==> src/rtl/fifo_tx_serializer_if.sv <==
// Purpose : read-side handshake between the 10-bit FIFO and its serial
//           transmitter (fifo_tx_serializer).
// Signals : FIFO_EMPTY  FIFO Empty flag (FIFO -> serializer)
//           FIFO_DOUT   FIFO read data, valid from the edge that ends the
//                       RD_EN cycle (FIFO -> serializer)
//           FIFO_RD_EN  one-cycle pop request (serializer -> FIFO)
// Modports: master = serializer side, slave = FIFO side.
interface fifo_tx_serializer_if #(
  parameter int DATA_W = 10
) ();

  logic              FIFO_EMPTY;
  logic [DATA_W-1:0] FIFO_DOUT;
  logic              FIFO_RD_EN;

  modport master (
    input  FIFO_EMPTY,
    input  FIFO_DOUT,
    output FIFO_RD_EN
  );

  modport slave (
    output FIFO_EMPTY,
    output FIFO_DOUT,
    input  FIFO_RD_EN
  );

endinterface

==> src/rtl/fifo_tx_serializer.sv <==
// Purpose : pops one word at a time from the FIFO and shifts it out on TX
//           as an asynchronous frame: start bit, DATA_W data bits LSB
//           first, optional even-parity bit, stop bit.
// Ports   : CLK        system clock, rising edge
//           RST        synchronous reset, active low
//           ENABLE     permits a new frame; only looked at in IDLE
//           fifo       FIFO read handshake (master modport)
//           TX         serial line, idles high
//           BUSY       high whenever the block is not idle
//           DONE       one-cycle pulse on the last cycle of the stop bit
// Option  : define TX_PARITY_EN to insert an even-parity bit between the
//           data bits and the stop bit.
// All outputs are registered: their next values are derived from the
// next-state values, so they line up with the state they belong to.
module fifo_tx_serializer #(
  parameter int DATA_W       = 10,
  parameter int CLKS_PER_BIT = 4
) (
  input  logic                 CLK,
  input  logic                 RST,
  input  logic                 ENABLE,
  fifo_tx_serializer_if.master fifo,
  output logic                 TX,
  output logic                 BUSY,
  output logic                 DONE
);

  localparam int              CW        = $clog2(CLKS_PER_BIT);
  localparam logic [CW-1:0]   LAST_CLK  = CW'(CLKS_PER_BIT - 1);
  localparam logic [3:0]      LAST_BIT  = 4'(DATA_W - 1);

  typedef enum logic [2:0] {
    S_IDLE, S_POP, S_LOAD, S_START, S_DATA, S_PARITY, S_STOP
  } state_e;

  state_e              state_q, state_d;
  logic [DATA_W-1:0]   shift_q, shift_d;
  logic [3:0]          bit_cnt_q, bit_cnt_d;
  logic [CW-1:0]       clk_cnt_q, clk_cnt_d;
  logic                tx_q, tx_d;
  logic                rd_en_q, rd_en_d;
  logic                busy_q, busy_d;
  logic                done_q, done_d;
`ifdef TX_PARITY_EN
  logic                parity_q, parity_d;
`endif

  // State register: all flops, including the registered outputs.
  always_ff @(posedge CLK) begin
    if (!RST) begin
      state_q   <= S_IDLE;
      shift_q   <= '0;
      bit_cnt_q <= '0;
      clk_cnt_q <= '0;
      tx_q      <= 1'b1;
      rd_en_q   <= 1'b0;
      busy_q    <= 1'b0;
      done_q    <= 1'b0;
`ifdef TX_PARITY_EN
      parity_q  <= 1'b0;
`endif
    end else begin
      state_q   <= state_d;
      shift_q   <= shift_d;
      bit_cnt_q <= bit_cnt_d;
      clk_cnt_q <= clk_cnt_d;
      tx_q      <= tx_d;
      rd_en_q   <= rd_en_d;
      busy_q    <= busy_d;
      done_q    <= done_d;
`ifdef TX_PARITY_EN
      parity_q  <= parity_d;
`endif
    end
  end

  // Next-state and datapath. FIFO_DOUT is captured only in LOAD, so later
  // FIFO writes cannot disturb a frame in flight. The clock counter wraps
  // at the end of every serial bit; the bit counter only runs in DATA.
  always_comb begin
    state_d   = state_q;
    shift_d   = shift_q;
    bit_cnt_d = bit_cnt_q;
    clk_cnt_d = clk_cnt_q;
`ifdef TX_PARITY_EN
    parity_d  = parity_q;
`endif
    unique case (state_q)
      S_IDLE: begin
        if (ENABLE && !fifo.FIFO_EMPTY) state_d = S_POP;
      end
      S_POP: state_d = S_LOAD;
      S_LOAD: begin
        shift_d   = fifo.FIFO_DOUT;
        bit_cnt_d = '0;
        clk_cnt_d = '0;
`ifdef TX_PARITY_EN
        parity_d  = ^fifo.FIFO_DOUT;
`endif
        state_d   = S_START;
      end
      S_START: begin
        if (clk_cnt_q == LAST_CLK) begin
          clk_cnt_d = '0;
          state_d   = S_DATA;
        end else begin
          clk_cnt_d = clk_cnt_q + CW'(1);
        end
      end
      S_DATA: begin
        if (clk_cnt_q == LAST_CLK) begin
          clk_cnt_d = '0;
          shift_d   = shift_q >> 1;
          if (bit_cnt_q == LAST_BIT) begin
            bit_cnt_d = '0;
`ifdef TX_PARITY_EN
            state_d   = S_PARITY;
`else
            state_d   = S_STOP;
`endif
          end else begin
            bit_cnt_d = bit_cnt_q + 4'd1;
          end
        end else begin
          clk_cnt_d = clk_cnt_q + CW'(1);
        end
      end
`ifdef TX_PARITY_EN
      S_PARITY: begin
        if (clk_cnt_q == LAST_CLK) begin
          clk_cnt_d = '0;
          state_d   = S_STOP;
        end else begin
          clk_cnt_d = clk_cnt_q + CW'(1);
        end
      end
`endif
      S_STOP: begin
        if (clk_cnt_q == LAST_CLK) begin
          clk_cnt_d = '0;
          state_d   = S_IDLE;
        end else begin
          clk_cnt_d = clk_cnt_q + CW'(1);
        end
      end
      default: state_d = S_IDLE;
    endcase
  end

  // Output decode from the next-state values; the flops then present each
  // output in the same cycle as the state it belongs to.
  always_comb begin
    tx_d    = 1'b1;
    rd_en_d = (state_d == S_POP);
    busy_d  = (state_d != S_IDLE);
    done_d  = (state_d == S_STOP) && (clk_cnt_d == LAST_CLK);
    unique case (state_d)
      S_START:  tx_d = 1'b0;
      S_DATA:   tx_d = shift_d[0];
`ifdef TX_PARITY_EN
      S_PARITY: tx_d = parity_d;
`endif
      default:  tx_d = 1'b1;
    endcase
  end

  assign TX              = tx_q;
  assign BUSY            = busy_q;
  assign DONE            = done_q;
  assign fifo.FIFO_RD_EN = rd_en_q;

endmodule

==> src/flat_wrapper.sv <==
// flat-port wrapper written by rule: the top's interface ports become plain ports
module fifo_tx_serializer_flat 
#(
  parameter int DATA_W       = 10,
  parameter int CLKS_PER_BIT = 4
)
  (CLK, RST, ENABLE, TX, BUSY, DONE, fifo_FIFO_EMPTY, fifo_FIFO_DOUT, fifo_FIFO_RD_EN);
  fifo_tx_serializer_if #(.DATA_W(DATA_W)) fifo_i ();
  input  logic CLK;
  input  logic RST;
  input  logic ENABLE;
  output logic TX;
  output logic BUSY;
  output logic DONE;
  input wire logic [$bits(fifo_i.FIFO_EMPTY)-1:0] fifo_FIFO_EMPTY;
  input wire logic [$bits(fifo_i.FIFO_DOUT)-1:0] fifo_FIFO_DOUT;
  output wire logic [$bits(fifo_i.FIFO_RD_EN)-1:0] fifo_FIFO_RD_EN;
  assign fifo_i.FIFO_EMPTY = fifo_FIFO_EMPTY;
  assign fifo_i.FIFO_DOUT = fifo_FIFO_DOUT;
  assign fifo_FIFO_RD_EN = fifo_i.FIFO_RD_EN;
  fifo_tx_serializer #(.DATA_W(DATA_W), .CLKS_PER_BIT(CLKS_PER_BIT)) u_core (.CLK(CLK), .RST(RST), .ENABLE(ENABLE), .fifo(fifo_i), .TX(TX), .BUSY(BUSY), .DONE(DONE));
endmodule
==> config.mk <==
export PLATFORM = sky130hd
export DESIGN_NAME = fifo_tx_serializer_flat
export DESIGN_NICKNAME = d
export VERILOG_FILES = /design/src/rtl/fifo_tx_serializer_if.sv /design/src/rtl/fifo_tx_serializer.sv /design/src/flat_wrapper.sv
export SDC_FILE = /design/constraint.sdc
export NUM_CORES = 1
export LEC_CHECK = 0
export CAP_MARGIN = 25
export CORE_MARGIN = 1.5
export CORE_UTILIZATION = 50
export CTS_BUF_LIST = sky130_fd_sc_hd__clkbuf_16
export CTS_CLUSTER_DIAMETER = 120
export DETAILED_ROUTE_END_ITERATION = 6
export PLACE_DENSITY = 0.88
export SYNTH_ARGS = -nofsm -noshare
export SYNTH_HDL_FRONTEND = slang
export SYNTH_SLANG_ARGS = --single-unit
==> constraint.sdc <==
create_clock -name CLK -period 1.8 [get_ports CLK]
set_input_delay 0.36 -clock CLK [delete_from_list [all_inputs] [get_ports CLK]]
set_output_delay 0.36 -clock CLK [all_outputs]
set_load 0.01 [all_outputs]
Word-level counts from Yosys, hierarchy flattened
Index checks and enable logic that the tools add are counted.

cells by class
  eq/ne operators = 13
  bitwise operators = 0
  $lt $le $gt $ge = 0
  multipliers = 0
  shift-type cells = 0
  div/mod/pow operators = 0
  reductions and logical operators = 8
  $add $sub $neg = 2
  mux-type cells = 14

operators by type and width
  operator                                        count
  one-hot mux 10 bit (2 select lines)             1
  one-hot mux 3 bit (6 select lines)              1
  2-to-1 mux 3 bit                                5
  == test 3 bit (second input constant)           4
  2-to-1 mux 10 bit                               1
  == test 3 x 2 -> 1 bit (second input constant)  3
  2-to-1 mux 4 bit                                2
  one-hot mux 4 bit (2 select lines)              1
  == test 3 x 1 -> 1 bit (second input constant)  2
  adder 4 x 1 -> 4 bit (second input constant)    1
  == test 2 bit (second input constant)           2
  == test 4 bit (second input constant)           1
  one-hot mux 2 bit (2 select lines)              1
  logical NOT 3 bit                               1
  nonzero test 3 bit                              1
  OR reduction 3 bit                              1
  adder 2 x 1 -> 2 bit (second input constant)    1
  logical AND 1 bit                               2
  2-to-1 mux 2 bit                                1
  != test 2 x 1 -> 1 bit (second input constant)  1
  one-hot mux 1 bit (2 select lines)              1
  AND reduction 2 bit                             1
  nonzero test 2 bit                              1
  logical NOT 1 bit                               1

storage, ports and cells
  latch bits = 0
  ROM bits = 0
  logic and storage cells = 46
  RAM bits = 0
  output and inout bits = 4
  input port bits = 14
  bits in registers = 23
  memories = 0

Depth between registers and ports, before layout
  word-level depth = 6
  gate-level depth with buffers = 6
  depth with buffers taken out = 6

Worst setup path before layout
Ideal clock, no wire load.

  path kind = reg2reg
  from = reg u_core.clk_cnt_q[0]
  to = reg u_core.tx_q (netlist: u_core.TX)
  library setup time = 0.131 ns
  clock period less this slack = 1.561 ns
  buffers on the path = 0
  arrival = 1.429 ns
  path slack = 0.239 ns
  stages on the path, launching flop included = 6
  data required time = 1.669 ns
  cell sequence = dfxtp_1 -> ha_1 -> and4bb_1 -> a22o_1 -> a2111oi_2 -> mux2i_1

between the ends
  word-level cells in the longest chain between the ends = 5
  elaborated cells between the ends (all ways) = 10
  classes of those cells = eq/ne (3); mux (7)

RTL lines
  what                                                            RTL line                                                                         text
  from (decl)                                                     fifo_tx_serializer.sv:39                                                         logic [CW-1:0] clk_cnt_q, clk_cnt_d;
  from (signal assigned)                                          fifo_tx_serializer.sv:66                                                         clk_cnt_q <= clk_cnt_d;
  == test 2 bit *                                                 fifo_tx_serializer.sv:103, fifo_tx_serializer.sv:111, fifo_tx_serializer.sv:139
  2-to-1 mux 3 bit (on tied branches)                             fifo_tx_serializer.sv:139, fifo_tx_serializer.sv:103, fifo_tx_serializer.sv:111
  one-hot mux 3 bit (6 select lines)                              fifo_tx_serializer.sv:88                                                         unique case (state_q)
  == test 3 bit / == test 3 x 2 -> 1 bit (equally long branches)  fifo_tx_serializer.sv:157                                                        unique case (state_d)
  one-hot mux 1 bit (2 select lines) *                            fifo_tx_serializer.sv:157
  to (signal assigned)                                            fifo_tx_serializer.sv:67                                                         tx_q <= tx_d;
  to (decl)                                                       fifo_tx_serializer.sv:40                                                         logic tx_q, tx_d;

Every way passes the cells marked *; elsewhere a longest branch is shown, timed or not. The select of a mux whose other input is x is not followed.
A chain may end at the register's enable or synchronous reset.

Worst setup path in the final report
  from = reg u_core.clk_cnt_q[0]
  to = reg u_core.bit_cnt_q[0]

between the ends
  word-level cells in the longest chain between the ends = 3

RTL lines
  what                              RTL line                   text
  == test 2 bit                     fifo_tx_serializer.sv:111  if (clk_cnt_q == LAST_CLK) begin
  != test 2 x 1 -> 1 bit (no line)  -
  AND reduction 2 bit (no line)     -
  to (signal assigned)              fifo_tx_serializer.sv:65   bit_cnt_q <= bit_cnt_d;
  to (decl)                         fifo_tx_serializer.sv:38   logic [3:0] bit_cnt_q, bit_cnt_d;

No other way between the ends.

==> flow_summary.ini <==
[run_status]
status = finished, final reports clean

[global_routing]
grt_pass1_wl_um = 3740
grt_overflow = 0
grt_use_total_pct = 20.3
antenna_found_initial = 0
grt_max_degree = 13
grt_pass1_vias = 910

[yosys]
synthCells = 113
synth-edff-count = 0
synthFlopType = dfxtp_1
ys_ff_latch = 23
synth.most_common_cell = dfxtp_1
synth.net_count = 130
syn_area_um2 = 1030
yosysWarnings = 0
ys_top_cells_by_count = 23 x dfxtp_1, 13 x a21oi_1, 12 x nor2_1
synth_area_leaders = dfxtp_1 45%, a22oi_1 6.5%, a21oi_1 6.3%
yosys.area.top_type = dfxtp_1
synthArstFlopShare_pct = 0
ys_types = 34
synth-seq-area-share_pct = 44.6
synth_top_area_share_pct = 44.6
synth_area_per_cell_um2 = 9.13

[floorplanning]
die_h_um = 48.4
num_io_pins = 18
start_util_pct = 52.6
row_count = 16
fp.dieArea_um2 = 2350
coreArea_um2 = 1960
die_width_um = 48.4

[worst_setup_path]
max_stage_delay_ns = 0.34
rr_startpoint = u_core.clk_cnt_q[0]
rr_worst_depth = 6
start_kind = register
cp_num_buf_inv = 1
cp.arrival_ns = 1.86
required_ns = 1.93
cpMaxStageDelayCell = dfxtp_1
cp-end-kind = register
timing.rr.end = u_core.bit_cnt_q[0]
worstSetupPathType = reg -> reg
crit_chain = ha_1 -> and4bb_1 -> nor2_2 -> buf_4 -> xor2_1 -> nor2_1
critical_path.top_delay_family = simple AND/OR/NAND/NOR gates
rrSetupSlack_ns = 0.07
worstPathMaxFanout = 6

[worst_hold_path]
hold_path.class = reg -> reg
whs_path_depth = 2
hp-start = u_core.shift_q[3]
min_to = u_core.shift_q[3]

[power]
p_leak_uw = 0.000539
powerDensity_nw_per_um2 = 1020
ir_worst_vdd_uv = 781

[timing]
rsz0062_at_grt = no
relSlewSlack_pct = 73.3
whs_ns = 0.449
fin_ws_ns = 0.0694
hold_violations = 0
fin_tns_setup_ns = 0
clock_skew_ns = 0.00468
period_needed_ns = 1.73
slew_viol_final = 0
fmax_mhz = 578
worst_slew_pin_slew_ns = 0.401
finalSetupViolCount = 0
period_share_pct = 96.1

[clock_tree]
clk_latency_ns = 0.25
ctsHoldBuffers = 0
htree_levels = 1
cts_tree = yes
clock-sinks = 23
cts-root-buf = clkbuf_16
post_cts_resized = 0
cts_made_buffers = 3
clkTransAtPathRegs_ns = 0.06
cts_buffer_depth = 2
cts_setup_buffers = 0

[run]
max-cap-violations = 0

[place]
pre_cts_ws_ns = 0.115
place_area_um2 = 1280
post-place-cells = 161
globalplace.congestion = 0.809
numPortBuffers = 17
dp_hpwl_um = 1590

[route]
drc = 0
via_per_inst = 5.70
drt_iter0_drc = 22
detail-route-antenna-nets = 0
vias = 940
routed_wl_um = 2260
wire_per_inst_um = 13.7
firstDrtPassIters = 4

[final_layout]
fin_area_um2 = 1360
regArea_um2 = 460
fillers = 166
finalNetCount = 156
drive_gt1_share_pct = 13.0
multi_input_area_um2 = 522
area_growth_pct = 31.6
layout.cells.non_filler = 165
insertedDiodeCount = 0
through the flow:
stage               total power (uW)  util [%]
CTS                             1380      69.3
detailed placement               914      65.2
floorplan                        801         -
global placement                 898      65.2
global route                    1440      69.3
finish                          1380      69.3
power by group:
group / internal, uW / switching, uW / total, uW
logic: 159 / 159 / 317
clock network: 296 / 174 / 470
registers: 564 / 30.8 / 594
state kept, by name, summed over array words and instances, names as in the netlist:
signal	count
u_core.BUSY	1
u_core.DONE	1
u_core.TX	1
u_core.bit_cnt_q	4
u_core.clk_cnt_q	2
u_core.fifo.FIFO_RD_EN	1
u_core.shift_q	10
u_core.state_q	3
logic make-up after synthesis:
kind of cell / Yosys count / share of synthesized area (%)
buffers and inverters: 10 / 4.85
and+or+nand+nor: 38 / 19.9
DFF: 23 / 44.6
adders and majority gates: 3 / 3.64
AOI/OAI and AO/OA: 36 / 24.4
muxes: 1 / 0.970
xor gates and xnor gates: 2 / 1.70
worst register-to-register path, cell delays in order, from the launching register on:
cell and delay (ns):
dfxtp_1 0.34, ha_1 0.26, and4bb_1 0.27, nor2_2 0.28, buf_4 0.19, xor2_1 0.19, nor2_1 0.08
cell type report:
class	instances	area share, %
clock buffer	3	5.52
clock inverter	1	0.276
inverter	3	0.829
multi-input combinational	80	38.4
sequential	23	33.9
tap	27	2.49
timing repair buffer	28	18.6
cells in the final DEF, fill, tap and decap left out, types with 2 or more instances in the layout:
cell type        Yosys  routed
nor2_1              12      12
buf_4                2      11
xor2_1               2       2
nand2b_1             2       2
inv_1                2       3
nand2_1             10      10
nand3_1              2       2
clkbuf_16            0       3
dfxtp_1             23      23
a21oi_1             13      13
ha_1                 3       3
a22oi_1              9       9
o21ai_1              2       2
clkdlybuf4s50_1      0      17
nor2b_1              3       3
a211oi_1             2       2
a22o_1               3       3
a222oi_1             2       2
layer usage:
metal,up-vias,part of all wire (%),wire (um),track usage (%)
met4,0,1.9,43,11.9
met5,-,0,0,0
met1,420,44,985,23.7
li1,464,-,-,-
met3,6,5.8,130,3.09
met2,50,49,1100,35.4
worst max-delay path by stage:
stage                                   start  cells after the start  slack, ns                   to
after detailed placement  u_core.clk_cnt_q[0]                      5       0.11            u_core.TX
after global placement    u_core.clk_cnt_q[0]                      5       0.17            u_core.TX
after global routing      u_core.clk_cnt_q[0]                      6      0.007  u_core.bit_cnt_q[0]
final                     u_core.clk_cnt_q[0]                      6       0.07  u_core.bit_cnt_q[0]
after floorplan           u_core.clk_cnt_q[0]                      5       0.24            u_core.TX
after CTS                 u_core.clk_cnt_q[0]                      6       0.09  u_core.bit_cnt_q[0]
Note: power is estimated with default switching activity, not from simulation.
